<file path="config.mk">
export PLATFORM = sky130hd
export DESIGN_NAME = key_sequence_lock
export DESIGN_NICKNAME = d
export VERILOG_FILES = /design/src/rtl/key_sequence_lock.sv
export SDC_FILE = /design/constraint.sdc
export NUM_CORES = 1
export LEC_CHECK = 0
export BUFFER_PORTS_ARGS = -buffer_cell sky130_fd_sc_hd__buf_2
export CAP_MARGIN = 0
export CORE_MARGIN = 8
export CORE_UTILIZATION = 30
export CTS_CLUSTER_DIAMETER = 30
export DETAILED_ROUTE_END_ITERATION = 16
export MAX_ROUTING_LAYER = met4
export SYNTH_ARGS = -nofsm -noshare
export SYNTH_HDL_FRONTEND = slang
export SYNTH_SLANG_ARGS = --single-unit
</file>
<file path="constraint.sdc">
create_clock -name clk_i -period 2 [get_ports clk_i]
set_clock_uncertainty 0.05 [all_clocks]
set_input_delay 0.3 -clock clk_i [delete_from_list [all_inputs] [get_ports clk_i]]
set_output_delay 0.3 -clock clk_i [all_outputs]
set_load 0.005 [all_outputs]
</file>
<file path="src/rtl/key_sequence_lock.sv">
// key_sequence_lock: matches one-shot key codes from the button front-end
// against a fixed four-key passcode. Drives a timed unlock strobe, a fail
// pulse, an entry-progress count and a timed lockout after repeated failures.
module key_sequence_lock #(
  parameter logic [7:0]  CODE        = 8'b00_01_10_11,
  parameter logic [31:0] TIMEOUT     = 32'd50_000_000,
  parameter logic [31:0] HOLD        = 32'd100_000_000,
  parameter logic [31:0] LOCKOUT_CYC = 32'd500_000_000,
  parameter logic [1:0]  MAX_FAIL    = 2'd3
) (
  input  logic       clk_i,
  input  logic       rst_i,
  input  logic [2:0] signal_i,
  output logic       unlock_o,
  output logic       fail_o,
  output logic [2:0] digits_o,
  output logic       locked_out_o
);

  typedef enum logic [1:0] {
    S_IDLE    = 2'd0,
    S_ENTRY   = 2'd1,
    S_OPEN    = 2'd2,
    S_LOCKOUT = 2'd3
  } state_t;

  state_t      state_q;
  logic [31:0] timer_q;
  logic [1:0]  fail_cnt_q;
  logic        mismatch_q;
  logic [2:0]  digits_q;
  logic        unlock_q;
  logic        fail_q;
  logic        locked_q;

  // Decoded key press and the comparison against the expected passcode slot.
  logic       key_valid;
  logic [1:0] key_idx;
  logic [1:0] key_ref;
  logic       mismatch_d;
  logic [1:0] fail_cnt_d;

  assign key_valid = signal_i[2];
  assign key_idx   = signal_i[1:0];

  // Select the passcode slot for the key about to be entered (digits_q keys so far).
  always_comb begin
    key_ref = CODE[7:6];
    case (digits_q[1:0])
      2'd1:    key_ref = CODE[5:4];
      2'd2:    key_ref = CODE[3:2];
      2'd3:    key_ref = CODE[1:0];
      default: key_ref = CODE[7:6];
    endcase
  end

  // Mismatch is accumulated and only judged once all four keys are in.
  assign mismatch_d = mismatch_q | (key_idx != key_ref);
  // MAX_FAIL is at most 3, so the 2-bit increment is compared before it could wrap.
  assign fail_cnt_d = fail_cnt_q + 2'd1;

  // Lock controller: state, timer, counters and all registered outputs.
  always_ff @(posedge clk_i) begin
    if (rst_i) begin
      state_q    <= S_IDLE;
      timer_q    <= 32'd0;
      fail_cnt_q <= 2'd0;
      mismatch_q <= 1'b0;
      digits_q   <= 3'd0;
      unlock_q   <= 1'b0;
      fail_q     <= 1'b0;
      locked_q   <= 1'b0;
    end else begin
      fail_q <= 1'b0;
      case (state_q)
        S_IDLE: begin
          if (key_valid) begin
            digits_q   <= 3'd1;
            mismatch_q <= (key_idx != CODE[7:6]);
            timer_q    <= 32'd0;
            state_q    <= S_ENTRY;
          end
        end

        S_ENTRY: begin
          if (key_valid) begin
            // A key arriving on the timeout cycle wins and restarts the timer.
            timer_q <= 32'd0;
            if (digits_q == 3'd3) begin
              mismatch_q <= 1'b0;
              if (!mismatch_d) begin
                state_q    <= S_OPEN;
                unlock_q   <= 1'b1;
                digits_q   <= 3'd4;
                fail_cnt_q <= 2'd0;
              end else begin
                fail_q     <= 1'b1;
                digits_q   <= 3'd0;
                fail_cnt_q <= fail_cnt_d;
                if (fail_cnt_d == MAX_FAIL) begin
                  state_q  <= S_LOCKOUT;
                  locked_q <= 1'b1;
                end else begin
                  state_q <= S_IDLE;
                end
              end
            end else begin
              digits_q   <= digits_q + 3'd1;
              mismatch_q <= mismatch_d;
            end
          end else if (timer_q == TIMEOUT - 32'd1) begin
            // Abandoned attempt: silent abort, fail history untouched.
            state_q    <= S_IDLE;
            digits_q   <= 3'd0;
            mismatch_q <= 1'b0;
            timer_q    <= 32'd0;
          end else begin
            timer_q <= timer_q + 32'd1;
          end
        end

        S_OPEN: begin
          // Keys are ignored while open, including on the expiry cycle.
          if (timer_q == HOLD - 32'd1) begin
            state_q  <= S_IDLE;
            unlock_q <= 1'b0;
            digits_q <= 3'd0;
            timer_q  <= 32'd0;
          end else begin
            timer_q <= timer_q + 32'd1;
          end
        end

        S_LOCKOUT: begin
          // Keys are ignored while locked out, including on the expiry cycle.
          if (timer_q == LOCKOUT_CYC - 32'd1) begin
            state_q    <= S_IDLE;
            locked_q   <= 1'b0;
            fail_cnt_q <= 2'd0;
            digits_q   <= 3'd0;
            timer_q    <= 32'd0;
          end else begin
            timer_q <= timer_q + 32'd1;
          end
        end

        default: begin
          state_q <= S_IDLE;
        end
      endcase
    end
  end

  assign unlock_o     = unlock_q;
  assign fail_o       = fail_q;
  assign digits_o     = digits_q;
  assign locked_out_o = locked_q;

endmodule

</file>
After elaboration in Yosys (flattened, before gate mapping)
Cells that the tools add are included.

Add/sub/neg operators: 3. Eq/ne operators: 22. Multiplexer cells: 45. Bitwise operators: 4. Reductions and logical operators: 12.

Operator list (count): 32-bit 2-to-1 mux (5); 32-bit case mux with 4 select lines (1); 32-bit by 1-bit adder with 32-bit output (second input constant) (1); 32-bit by 26-bit == test with 1-bit output (second input constant) (1); 32-bit by 27-bit == test with 1-bit output (second input constant) (1); 32-bit by 29-bit == test with 1-bit output (second input constant) (1); 2-bit 2-to-1 mux (11); 3-bit 2-to-1 mux (7); 2-bit inequality test (second input constant) (8); 1-bit 2-to-1 mux (14); 3-bit case mux with 4 select lines (1); 2-bit == test (second input constant) (5); 5-bit AND reduction (2); 2-bit case mux with 4 select lines (1); 4-bit AND reduction (2); 2-bit nonzero test (4); 3-bit inequality test (second input constant) (2); 1-bit case mux with 2 select lines (3); 2-bit case mux with 3 select lines (1); 6-bit AND reduction (1); 2-bit by 1-bit == test with 1-bit output (second input constant) (2); 2-bit case mux with 2 select lines (1); 4-bit OR reduction (1); 3-bit by 1-bit adder with 3-bit output (second input constant) (1); other kinds (7) (9).

Register bits after elaboration: 43. Input bits: 5. Word-level logic and storage cells: 94.

Depth between registers and ports, before layout
Gate-level depths: netlist of run 1.

Depth after elaboration: 8. Mapped depth: 8.

Worst setup path before layout of run 1
Ideal clock, no wire load.

Path kind: register to register. Start: register timer_q[0]. End: register timer_q[18]. Setup time: 0.122 ns. Arrival time: 1.982 ns. Required time: 1.828 ns. Setup slack: -0.154 ns. Cell stages (with the launch flop): 8. Buffers on the path: 1. Cells stage by stage: dfxtp_1 -> ha_1 -> nand3_1 -> nor4_2 -> o2bb2ai_1 -> o31a_1 -> buf_6 -> a221o_1.

Longest elaborated chain between the ends: 4. Elaborated cells between the ends (all ways): 9.

Ends and longest elaborated chain: start, declared (RTL line 28) `logic [31:0] timer_q;`; start signal, assigned (RTL line 118) `timer_q <= timer_q + 32'd1;`; start signal, assigned (RTL line 130) `timer_q <= timer_q + 32'd1;`; start signal, assigned (RTL line 143) `timer_q <= timer_q + 32'd1;`; 32-bit by 1-bit adder with 32-bit output or 32-bit by 26-bit == test with 1-bit output (tied branches); 32-bit 2-to-1 mux (RTL line 111) `end else if (timer_q == TIMEOUT - 32'd1) begin`; 32-bit 2-to-1 mux (RTL line 86) `if (key_valid) begin`; 32-bit case mux with 4 select lines (*) (RTL line 75) `case (state_q)`.

Mark *: on every way between the ends. The rest lies on a longest branch, timed or not. A chain may end at the register's enable or synchronous reset.

Worst setup path in the final report of run 1
Start: register timer_q[19]. End: register timer_q[18].

Longest elaborated chain between the ends: 4. Elaborated cells between the ends (all ways): 8.

Ends and longest elaborated chain (RTL line): 32-bit by 26-bit == test with 1-bit output (111); 32-bit 2-to-1 mux (111); 32-bit 2-to-1 mux (86); 32-bit case mux with 4 select lines (*) (75).

Marks and branches as above.

==> results of run 1 <==
## per-stage QoR
stage	hold slack, ns	cells	power [W]
final	0.270	517	0.00179
after global routing	0.270	517	0.00185
after CTS	0.258	512	0.00179
after detailed placement	0.435	497	0.00106
after global placement	0.422	497	0.00105
after floorplan	0.329	315	0.000990
## sequential cells by signal, indices dropped and copies added, names as in the netlist
name,cells
digits_o,3
fail_cnt_q,2
fail_o,1
locked_out_o,1
mismatch_q,1
state_q,2
timer_q,32
unlock_o,1
## kinds of logic after synthesis
logic type      after synthesis  synth area share [%]
xor+xnor                     18                  6.18
mux                           6                  2.35
flops                        43                  33.7
simple gates                155                  33.9
fa+ha+maj                     6                  2.94
buf+inv                      27                  4.76
compound gates               60                  16.1
## area by class of cell
class	count	area, um2
Multi-Input combinational cell	246	1820
Inverter	13	48.8
Sequential cell	43	885
Timing Repair Buffer	102	783
Clock inverter	2	35.0
Clock buffer	6	82.6
Tap cell	105	131
Fill cell	766	4440
## power groups by stage
stage | Clock [W] | Sequential (W) | Combinational [W]
after global placement | 0 | 0.000891 | 0.000164
after floorplan | 0 | 0.000890 | 0.0000999
after CTS | 0.000735 | 0.000871 | 0.000186
final | 0.000723 | 0.000869 | 0.000202
after detailed placement | 0 | 0.000891 | 0.000168
after global routing | 0.000767 | 0.000871 | 0.000217
## critical path, delay by kind of cell (launching register included)
| family | cells | cell delay (ns) |
|---|---|---|
| DFF | 1 | 0.37 |
| and+or+nand+nor | 2 | 0.80 |
| AOI/OAI and AO/OA | 3 | 0.72 |
| buffers and inverters | 1 | 0.15 |
## layer usage
metal | share of wire (%) | GRT usage [%]
met5 | 0 | -
met4 | 2.2 | 5.65
met3 | 3.7 | 2.26
met2 | 49 | 23.2
met1 | 45 | 16.0
## what timing repair did
action / CTS / global route
setup buffers: 5 / 5
pin swaps: 15 / 24
cloned: 2 / 0
endpoints found under the setup margin: 33 / 39
gates resized for setup: 31 / 33
## placed cells by master, fill, tap and decap left out, drive strengths merged, types with 4 or more instances in the layout
cell / count
a22o: 4
nor4: 6
nand2: 36
nor3: 13
a21oi: 13
o311ai: 4
nor2: 29
and2: 4
ha: 6
inv: 13
xor2: 7
mux2i: 6
xnor2: 11
o21ai: 12
buf: 102
clkbuf: 6
dfxtp: 43
a22oi: 9
and3: 5
nand3: 22
nand4: 11
## worst paths after layout
path / start / to / slack (ns) / cells after the start
min: rst_i / timer_q[21]$_SDFFE_PP0N_ / 0.27 / 2
max reg2reg: timer_q[19]$_SDFFE_PP0N_ / timer_q[18]$_SDFFE_PP0N_ / -0.20 / 6
max: timer_q[19]$_SDFFE_PP0N_ / timer_q[18]$_SDFFE_PP0N_ / -0.20 / 6
min reg2reg: digits_o[1]$_SDFFE_PP0P_ / digits_o[1]$_SDFFE_PP0P_ / 0.45 / 2
==> run metrics, run 1 <==
post-synth design cell area 2550 um2; most common cell in the synthesized netlist sky130_fd_sc_hd__dfxtp_1; DP Wirelength 5440 um; maximum operating frequency 454 MHz; Static Leakage 1.52 nW; core region area 8220 um2; First DRT Iteration DRCs 90; post-synth top area cell sky130_fd_sc_hd__dfxtp_1; final critical-path share of the clock period 110%; clock-pin slew reported for the worst setup and hold paths after clock tree synthesis 0.09 ns; DRC viols 0; Relative slew margins 77.0%; via count of the first global-routing pass 2,654; TritonCTS clock tree yes; worst setup timing slack at the placement stage -0.244 ns; startpoint type of the worst setup path flip-flop; Mapped Cells 315; gp weighted congestion 0.882; TritonCTS Buffers 5; core occupancy in the finished layout 46.0%; Starting Density 31.0%; Post-DRT Antenna Nets 0; gr usage total 13.8%; Tightest Hold Check Type in2reg; critical path start-end classification reg2reg; Avg Synthesized Cell Area 8.10 um2; internal cell power 0.00135 W; cell area after layout 3780 um2; result of the run complete, but fails checks; DIE WIDTH 108 um; number of synthesis warnings 0; clock network fraction of total power 40.3%; slowest CP cell sky130_fd_sc_hd__or4bb_4; Worst Setup End Kind flip-flop; # rows 33; fraction of post-synthesis cell area in the top cell type by area 33.7%; IR drop worst, VDD 0.227 mV; cell area after placement 3370 um2; number of antenna violations at the first check in global routing 0; number of iterations in the first detailed-routing pass 4; Worst Path Max Fanout 8; WL per Instance 15.0 um; Diodes inserted 0; number of nets in the synthesized netlist 326; hold buffer count at cts 0; actual transition at the worst max-transition pin 0.343 ns; setup repair after global routing missed its margin true; Critical Path AT 2.35 ns; crit-path max cell delay 0.56 ns; number of port buffers 10; final layout net count 422; maximum buffer depth of the clock tree 2; depth of the CTS H-tree 2; ys flop type sky130_fd_sc_hd__dfxtp_1; data required time at the worst endpoint 2.15 ns; post-synthesis sequential element count 43; WL final 7750 um; pins over their slew limit 0; count of final hold-check violations 0; max-cap viol count 0; count of distinct cell types in the synthesized netlist 57; vias per inst 5.23; sequential power share 48.5%; vertical die dimension 108 um; ports placed on the boundary 11; clk sinks 43; pin count of the biggest net entering global routing 22; ratio of cells with drive above 1 in the final layout 42.0%; leading post-synthesis cells by cell area sky130_fd_sc_hd__dfxtp_1, sky130_fd_sc_hd__nand2_1, sky130_fd_sc_hd__nand3_1; later-pin clock latency in the skew report 0.30 ns; Die Footprint 11,700 um2; synth cell count leaders sky130_fd_sc_hd__dfxtp_1, sky130_fd_sc_hd__nand2_1, sky130_fd_sc_hd__nor2_1; cell-by-cell trace of the critical path or4bb_4, nor3_4, a21boi_2, o31a_4, buf_6, a221o_1; final-layout setup total negative slack -3.72 ns; final number of setup-violating endpoints 33; Psw 0.000443 W; minimum clock period after layout 2.20 ns; first-pass GRT wire length 12,500 um; post-route worst setup slack -0.204 ns; buffer type at the clock tree root sky130_fd_sc_hd__clkbuf_8; routed vias 2,702; failing checks setup timing; share of flip-flops with an asynchronous set or reset after synthesis 0%; number of flops mapped to enable cells by yosys 0; sequential area share after synthesis 33.7%; total power per unit cell area 474 nW/um2; relative contribution of combinational cells to total power 11.2%; total congestion overflow after global routing 0; net switching fraction of the power 24.7%; Area Growth Syn to Fin 48.2%
No activity file was read; power rests on OpenSTA's default activity.
==> run 2: changes to the inputs <==
--- a/config.mk
+++ b/config.mk
@@ -12,6 +12,7 @@
 export CTS_CLUSTER_DIAMETER = 30
 export DETAILED_ROUTE_END_ITERATION = 16
 export MAX_ROUTING_LAYER = met4
+export SKIP_LAST_GASP = 1
 export SYNTH_ARGS = -nofsm -noshare
 export SYNTH_HDL_FRONTEND = slang
 export SYNTH_SLANG_ARGS = --single-unit
==> run 2 against run 1 <==
Effect of this change: the flow still finishes with violations (setup timing); total power rose by 0.27%; non-clock buffer count did not move; maximum frequency rose by 0.11%; worst setup slack improved by 0.0025 ns; die area did not move; routed wire length rose by 1.3%; sequential share of layout area barely moved; clock power barely moved; worst hold slack improved by 0.0018 ns; combinational power barely moved; final cell count did not move; register-to-register slack barely moved; critical endpoint unchanged.
==> run metrics, run 2 (synthesized netlist as in run 1, its figures left out) <==
routed vias 2,716 (was 2,702); WL final 7850 um (was 7750 um); most flop-heavy register timer_q (unchanged); depth of the CTS H-tree 2 (unchanged); beginning of the critical path timer_q[19]$_SDFFE_PP0N_ (unchanged); Buffers & Inverters on Critical Path 1 (unchanged); number of iterations in the first detailed-routing pass 4 (unchanged); vertical die dimension 108 um (unchanged); maximum buffer depth of the clock tree 2 (unchanged); internal cell power 0.00135 W (about the same); Final Instance Count excl. Fillers 517 (unchanged); total congestion overflow after global routing 0 (unchanged); pins over their slew limit 0 (unchanged); later-pin clock latency in the skew report 0.30 ns (about the same); net switching fraction of the power 24.8% (was 24.7%); Static Leakage 1.54 nW (was 1.52 nW); # rows 33 (unchanged); clk sinks 43 (unchanged); core occupancy in the finished layout 46.1% (was 46.0%); first-pass GRT wire length 12,500 um (about the same); vias per inst 5.25 (was 5.23); launch point of the worst reg-to-reg path timer_q[19]$_SDFFE_PP0N_ (unchanged); DP Wirelength 5440 um (unchanged); Starting Density 31.0% (unchanged); number of flip-flops under the largest register name 32 (unchanged); count of final hold-check violations 0 (unchanged); Psw 0.000447 W (was 0.000443 W); clock-pin slew reported for the worst setup and hold paths after clock tree synthesis 0.09 ns (about the same); Post-DRT Antenna Nets 0 (unchanged); IR drop worst, VDD 0.227 mV (about the same); TritonCTS clock tree yes (unchanged); Critical Path AT 2.35 ns (about the same); pin count of the biggest net entering global routing 22 (unchanged); TritonCTS Buffers 5 (unchanged); Diodes inserted 0 (unchanged); ratio of cells with drive above 1 in the final layout 42.2% (was 42.0%); total power per unit cell area 475 nW/um2 (was 474 nW/um2); Worst Setup End Kind flip-flop (unchanged); final-layout setup total negative slack -3.58 ns (was -3.72 ns); final critical-path share of the clock period 110% (about the same); ports placed on the boundary 11 (unchanged); max-cap viol count 0 (unchanged); slowest CP cell sky130_fd_sc_hd__or4bb_4 (unchanged); gp weighted congestion 0.882 (unchanged); Tightest Hold Check Type in2reg (unchanged); crit-path max cell delay 0.56 ns (about the same); actual transition at the worst max-transition pin 0.349 ns (was 0.343 ns); post-route worst setup slack -0.201 ns (was -0.204 ns); Worst Path Max Fanout 8 (unchanged); critical path start-end classification reg2reg (unchanged); buffer type at the clock tree root sky130_fd_sc_hd__clkbuf_8 (unchanged); WL per Instance 15.2 um (was 15.0 um); maximum operating frequency 454 MHz (about the same); sequential power share 48.4% (was 48.5%); DIE WIDTH 108 um (unchanged); cell-by-cell trace of the critical path or4bb_4, nor3_4, a21boi_2, o31a_4, buf_6, a221o_1 (unchanged); failing checks setup timing (unchanged); relative contribution of combinational cells to total power 11.3% (was 11.2%); final number of setup-violating endpoints 33 (unchanged); Relative slew margins 76.7% (was 77.0%); DRC viols 0 (unchanged); startpoint type of the worst setup path flip-flop (unchanged); setup repair after global routing missed its margin true (unchanged); commonest cells after routing, fill and taps aside sky130_fd_sc_hd__buf_4, sky130_fd_sc_hd__nand2_1, sky130_fd_sc_hd__dfxtp_1 (unchanged); Die Footprint 11,700 um2 (unchanged); result of the run complete, but fails checks (unchanged); First DRT Iteration DRCs 99 (was 90); gr usage total 13.8% (about the same); core region area 8220 um2 (unchanged); clock network fraction of total power 40.4% (was 40.3%); hold path startpoint rst_i (unchanged); data required time at the worst endpoint 2.14 ns (was 2.15 ns); Crit path max-delay family simple AND/OR/NAND/NOR gates (unchanged); minimum clock period after layout 2.20 ns (about the same); Area Growth Syn to Fin 48.4% (was 48.2%); most common cell after layout, fill and taps aside sky130_fd_sc_hd__buf_4 (unchanged); number of antenna violations at the first check in global routing 0 (unchanged); via count of the first global-routing pass 2,643 (was 2,654); number of port buffers 10 (unchanged); final layout net count 422 (unchanged); placed cell count 497 (unchanged)
==> run 2: cell counts in the layout (fill, tap and decap cells not counted) <==
No cell type changed its count.
==> run 2: metal layers <==
layer  track usage (%)  vias to the layer above  wire length, um
met3              2.26                       17              320
met1              16.1                     1304             3520
met5                 -                        -                0
met2              23.1                       54             3830
li1                  -                     1341                -
met4              5.65                        0              178
==> run 2: repair_timing <==
action,CTS,global route
endpoints found under the setup margin,33,39
endpoints found under the hold margin,0,0
cloned,2,0
gates resized for setup,28,37
hold buffers,0,0
pin swaps,15,25
buffers inserted,5,5
==> run 2: final cells by class <==
type,instances,area [um2]
tap,105,131
multi-input combinational,246,1820
inverter,13,48.8
fill,772,4430
clock buffer,6,82.6
timing repair buffer,102,779
sequential,43,886
clock inverter,2,35.0
==> run 2: per-stage QoR <==
stage / hold WS, ns / total power (W) / worst slack (ns) / instance area, um2
2_1_floorplan: 0.329 / 0.000990 / -0.0686 / 2650
3_3_place_gp: 0.422 / 0.00105 / -0.193 / 3370
3_5_place_dp: 0.435 / 0.00106 / -0.244 / 3370
4_1_cts: 0.258 / 0.00179 / -0.265 / 3630
5_1_grt: 0.270 / 0.00186 / -0.262 / 3780
6_report: 0.272 / 0.00180 / -0.201 / 3780
==> run 2: worst reg2reg max path, stage by stage (launching register included) <==
cell,delay [ns]
sky130_fd_sc_hd__dfxtp_2,0.37
sky130_fd_sc_hd__or4bb_4,0.56
sky130_fd_sc_hd__nor3_4,0.24
sky130_fd_sc_hd__a21boi_2,0.10
sky130_fd_sc_hd__o31a_4,0.35
sky130_fd_sc_hd__buf_6,0.15
sky130_fd_sc_hd__a221o_1,0.28
==> run 2: power groups by stage <==
| stage | registers, W | clock network, W | logic, W |
|---|---|---|---|
| after floorplan | 0.000890 | 0 | 0.0000999 |
| after global placement | 0.000891 | 0 | 0.000164 |
| after detailed placement | 0.000891 | 0 | 0.000168 |
| after CTS | 0.000870 | 0.000735 | 0.000185 |
| after global routing | 0.000871 | 0.000770 | 0.000218 |
| final | 0.000870 | 0.000726 | 0.000203 |
==> run 2: worst paths after layout <==
path	slack [ns]	depth (start not counted)	endpoint
setup / recovery	-0.20	6	timer_q[18]$_SDFFE_PP0N_
hold / removal	0.27	2	timer_q[21]$_SDFFE_PP0N_
setup reg to reg	-0.20	6	timer_q[18]$_SDFFE_PP0N_
hold reg to reg	0.45	2	digits_o[1]$_SDFFE_PP0P_
==> run 3: changes to the inputs <==
--- a/config.mk
+++ b/config.mk
@@ -12,6 +12,7 @@
 export CTS_CLUSTER_DIAMETER = 30
 export DETAILED_ROUTE_END_ITERATION = 16
 export MAX_ROUTING_LAYER = met4
+export RECOVER_POWER = 50
 export SKIP_LAST_GASP = 1
 export SYNTH_ARGS = -nofsm -noshare
 export SYNTH_HDL_FRONTEND = slang
==> run 3 against run 2 <==
Effect of this change: the flow still finishes with violations (setup timing); design area is 0.23% lower; sequential power hardly changed; highest routed layer unchanged; critical endpoint unchanged; largest cell class unchanged; flip-flop and latch count stayed put; worst setup slack hardly changed.
==> run metrics, run 3 (synthesized netlist as in run 1, its figures left out) <==
number of antenna violations at the first check in global routing 0 (unchanged); ratio of cells with drive above 1 in the final layout 41.0% (was 42.2%); DP Wirelength 5440 um (unchanged); minimum clock period after layout 2.20 ns (about the same); gr usage total 13.8% (unchanged); DRC viols 0 (unchanged); setup repair after global routing missed its margin true (unchanged); First DRT Iteration DRCs 99 (unchanged); Post-DRT Antenna Nets 0 (unchanged); total congestion overflow after global routing 0 (unchanged); TritonCTS clock tree yes (unchanged); Relative slew margins 76.7% (about the same); filler cell count in the final layout 772 (unchanged); cell area after layout 3780 um2 (about the same); buffer type at the clock tree root sky130_fd_sc_hd__clkbuf_8 (unchanged); Starting Density 31.0% (unchanged); Storage cell area 881 um2 (was 886 um2); launch point of the worst reg-to-reg path timer_q[19]$_SDFFE_PP0N_ (unchanged); Final Instance Count excl. Fillers 517 (unchanged); # rows 33 (unchanged); Critical Path AT 2.35 ns (about the same); startpoint type of the worst setup path flip-flop (unchanged); depth of the CTS H-tree 2 (unchanged); result of the run complete, but fails checks (unchanged); data required time at the worst endpoint 2.14 ns (about the same); Critical path destination timer_q[18]$_SDFFE_PP0N_ (unchanged); ports placed on the boundary 11 (unchanged); placed cell count 497 (unchanged); post-route worst setup slack -0.202 ns (was -0.201 ns); count of final hold-check violations 0 (unchanged); clk sinks 43 (unchanged); first-pass GRT wire length 12,500 um (unchanged); critical path start-end classification reg2reg (unchanged); number of flip-flops under the largest register name 32 (unchanged); commonest cells after routing, fill and taps aside sky130_fd_sc_hd__buf_4, sky130_fd_sc_hd__nand2_1, sky130_fd_sc_hd__dfxtp_1 (unchanged); Static Leakage 1.53 nW (was 1.54 nW); Tightest Hold Check Type in2reg (unchanged); relative contribution of combinational cells to total power 11.3% (about the same); hold path startpoint rst_i (unchanged); sequential power share 48.4% (about the same); Diodes inserted 0 (unchanged); beginning of the critical path timer_q[19]$_SDFFE_PP0N_ (unchanged); total area of multi-input combinational cells 1820 um2 (unchanged); cells on worst reg2reg path 6 (unchanged); vertical die dimension 108 um (unchanged); clock-pin slew reported for the worst setup and hold paths after clock tree synthesis 0.09 ns (about the same); most common cell after layout, fill and taps aside sky130_fd_sc_hd__buf_4 (unchanged); actual transition at the worst max-transition pin 0.349 ns (about the same); maximum operating frequency 454 MHz (about the same); internal cell power 0.00135 W (about the same); flop2flop setup slack -0.20 ns (about the same); DIE WIDTH 108 um (unchanged); IR drop worst, VDD 0.227 mV (about the same); most flop-heavy register timer_q (unchanged); Psw 0.000447 W (about the same); hold buffer count at cts 0 (unchanged); max-cap viol count 0 (unchanged); worst setup timing slack at the placement stage -0.244 ns (unchanged); Area Growth Syn to Fin 48.0% (was 48.4%); later-pin clock latency in the skew report 0.30 ns (about the same); WL final 7860 um (was 7850 um); TritonCTS Buffers 5 (unchanged); pin count of the biggest net entering global routing 22 (unchanged); WL per Instance 15.2 um (about the same); final number of setup-violating endpoints 33 (unchanged); pins over their slew limit 0 (unchanged); clock network fraction of total power 40.4% (about the same); gp weighted congestion 0.882 (unchanged); total power per unit cell area 476 nW/um2 (was 475 nW/um2); net switching fraction of the power 24.9% (was 24.8%); critical register-to-register path endpoint timer_q[18]$_SDFFE_PP0N_ (unchanged); routed vias 2,716 (unchanged); Worst Setup End Kind flip-flop (unchanged); maximum buffer depth of the clock tree 2 (unchanged); via count of the first global-routing pass 2,643 (unchanged); final critical-path share of the clock period 110% (about the same); number of iterations in the first detailed-routing pass 4 (unchanged); failing checks setup timing (unchanged); minimum hold slack 0.272 ns (about the same); final layout net count 422 (unchanged); number of port buffers 10 (unchanged); Die Footprint 11,700 um2 (unchanged); vias per inst 5.25 (unchanged); cell area after placement 3370 um2 (unchanged); core region area 8220 um2 (unchanged); Worst Path Max Fanout 8 (unchanged)
## run 3: final cells by class
class                           instances  area share, %
Clock buffer                            6           2.19
Tap cell                              105           3.48
Timing Repair Buffer                  102           20.5
Sequential cell                        43           23.3
Clock inverter                          2          0.928
Inverter                               13           1.29
Multi-Input combinational cell        246           48.2
## run 3: layer usage
metal / part of all wire, % / vias to the layer above / global-route usage (%) / wire length [um]
met1: 45 / 1306 / 16.1 / 3520
met3: 4.1 / 17 / 2.26 / 320
met4: 2.3 / 0 / 5.65 / 178
li1: - / 1339 / - / -
met5: 0 / - / - / 0
met2: 49 / 54 / 23.1 / 3840
## run 3: worst min path at each step
stage,slack [ns],to,cells after the start
after floorplan,0.33,fail_o$_SDFF_PP0_,1
after global placement,0.42,digits_o[2]$_SDFFE_PP0P_,2
after detailed placement,0.44,digits_o[2]$_SDFFE_PP0P_,2
after CTS,0.26,timer_q[27]$_SDFFE_PP0N_,2
after global routing,0.27,timer_q[21]$_SDFFE_PP0N_,2
final,0.27,timer_q[21]$_SDFFE_PP0N_,2
## run 3: metrics by stage
stage / util, % / power [W] / TNS (ns)
2_1_floorplan: - / 0.000990 / -0.625
3_3_place_gp: 41.0 / 0.00105 / -3.65
3_5_place_dp: 41.0 / 0.00106 / -4.84
4_1_cts: 44.1 / 0.00179 / -5.43
5_1_grt: 46.0 / 0.00186 / -5.72
6_report: 46.0 / 0.00180 / -3.58
## run 3: critical path, stage by stage, from the launching register on
cell                       delay, ns
sky130_fd_sc_hd__dfxtp_2        0.37
sky130_fd_sc_hd__or4bb_4        0.56
sky130_fd_sc_hd__nor3_4         0.24
sky130_fd_sc_hd__a21boi_2       0.10
sky130_fd_sc_hd__o31a_4         0.35
sky130_fd_sc_hd__buf_6          0.15
sky130_fd_sc_hd__a221o_1        0.28
## run 3: power by group through the flow
| stage | logic (W) | registers [W] | clock network (W) |
|---|---|---|---|
| 3_5_place_dp | 0.000168 | 0.000891 | 0 |
| 5_1_grt | 0.000218 | 0.000871 | 0.000770 |
| 4_1_cts | 0.000185 | 0.000870 | 0.000735 |
| 2_1_floorplan | 0.0000999 | 0.000890 | 0 |
| 3_3_place_gp | 0.000164 | 0.000891 | 0 |
| 6_report | 0.000203 | 0.000870 | 0.000726 |
## run 3: repair_timing
action                     CTS  global route
gates resized for setup     28            37
pin swaps                   15            25
setup endpoints to repair   33            39
buffers inserted             5             5
cloned                       2             0
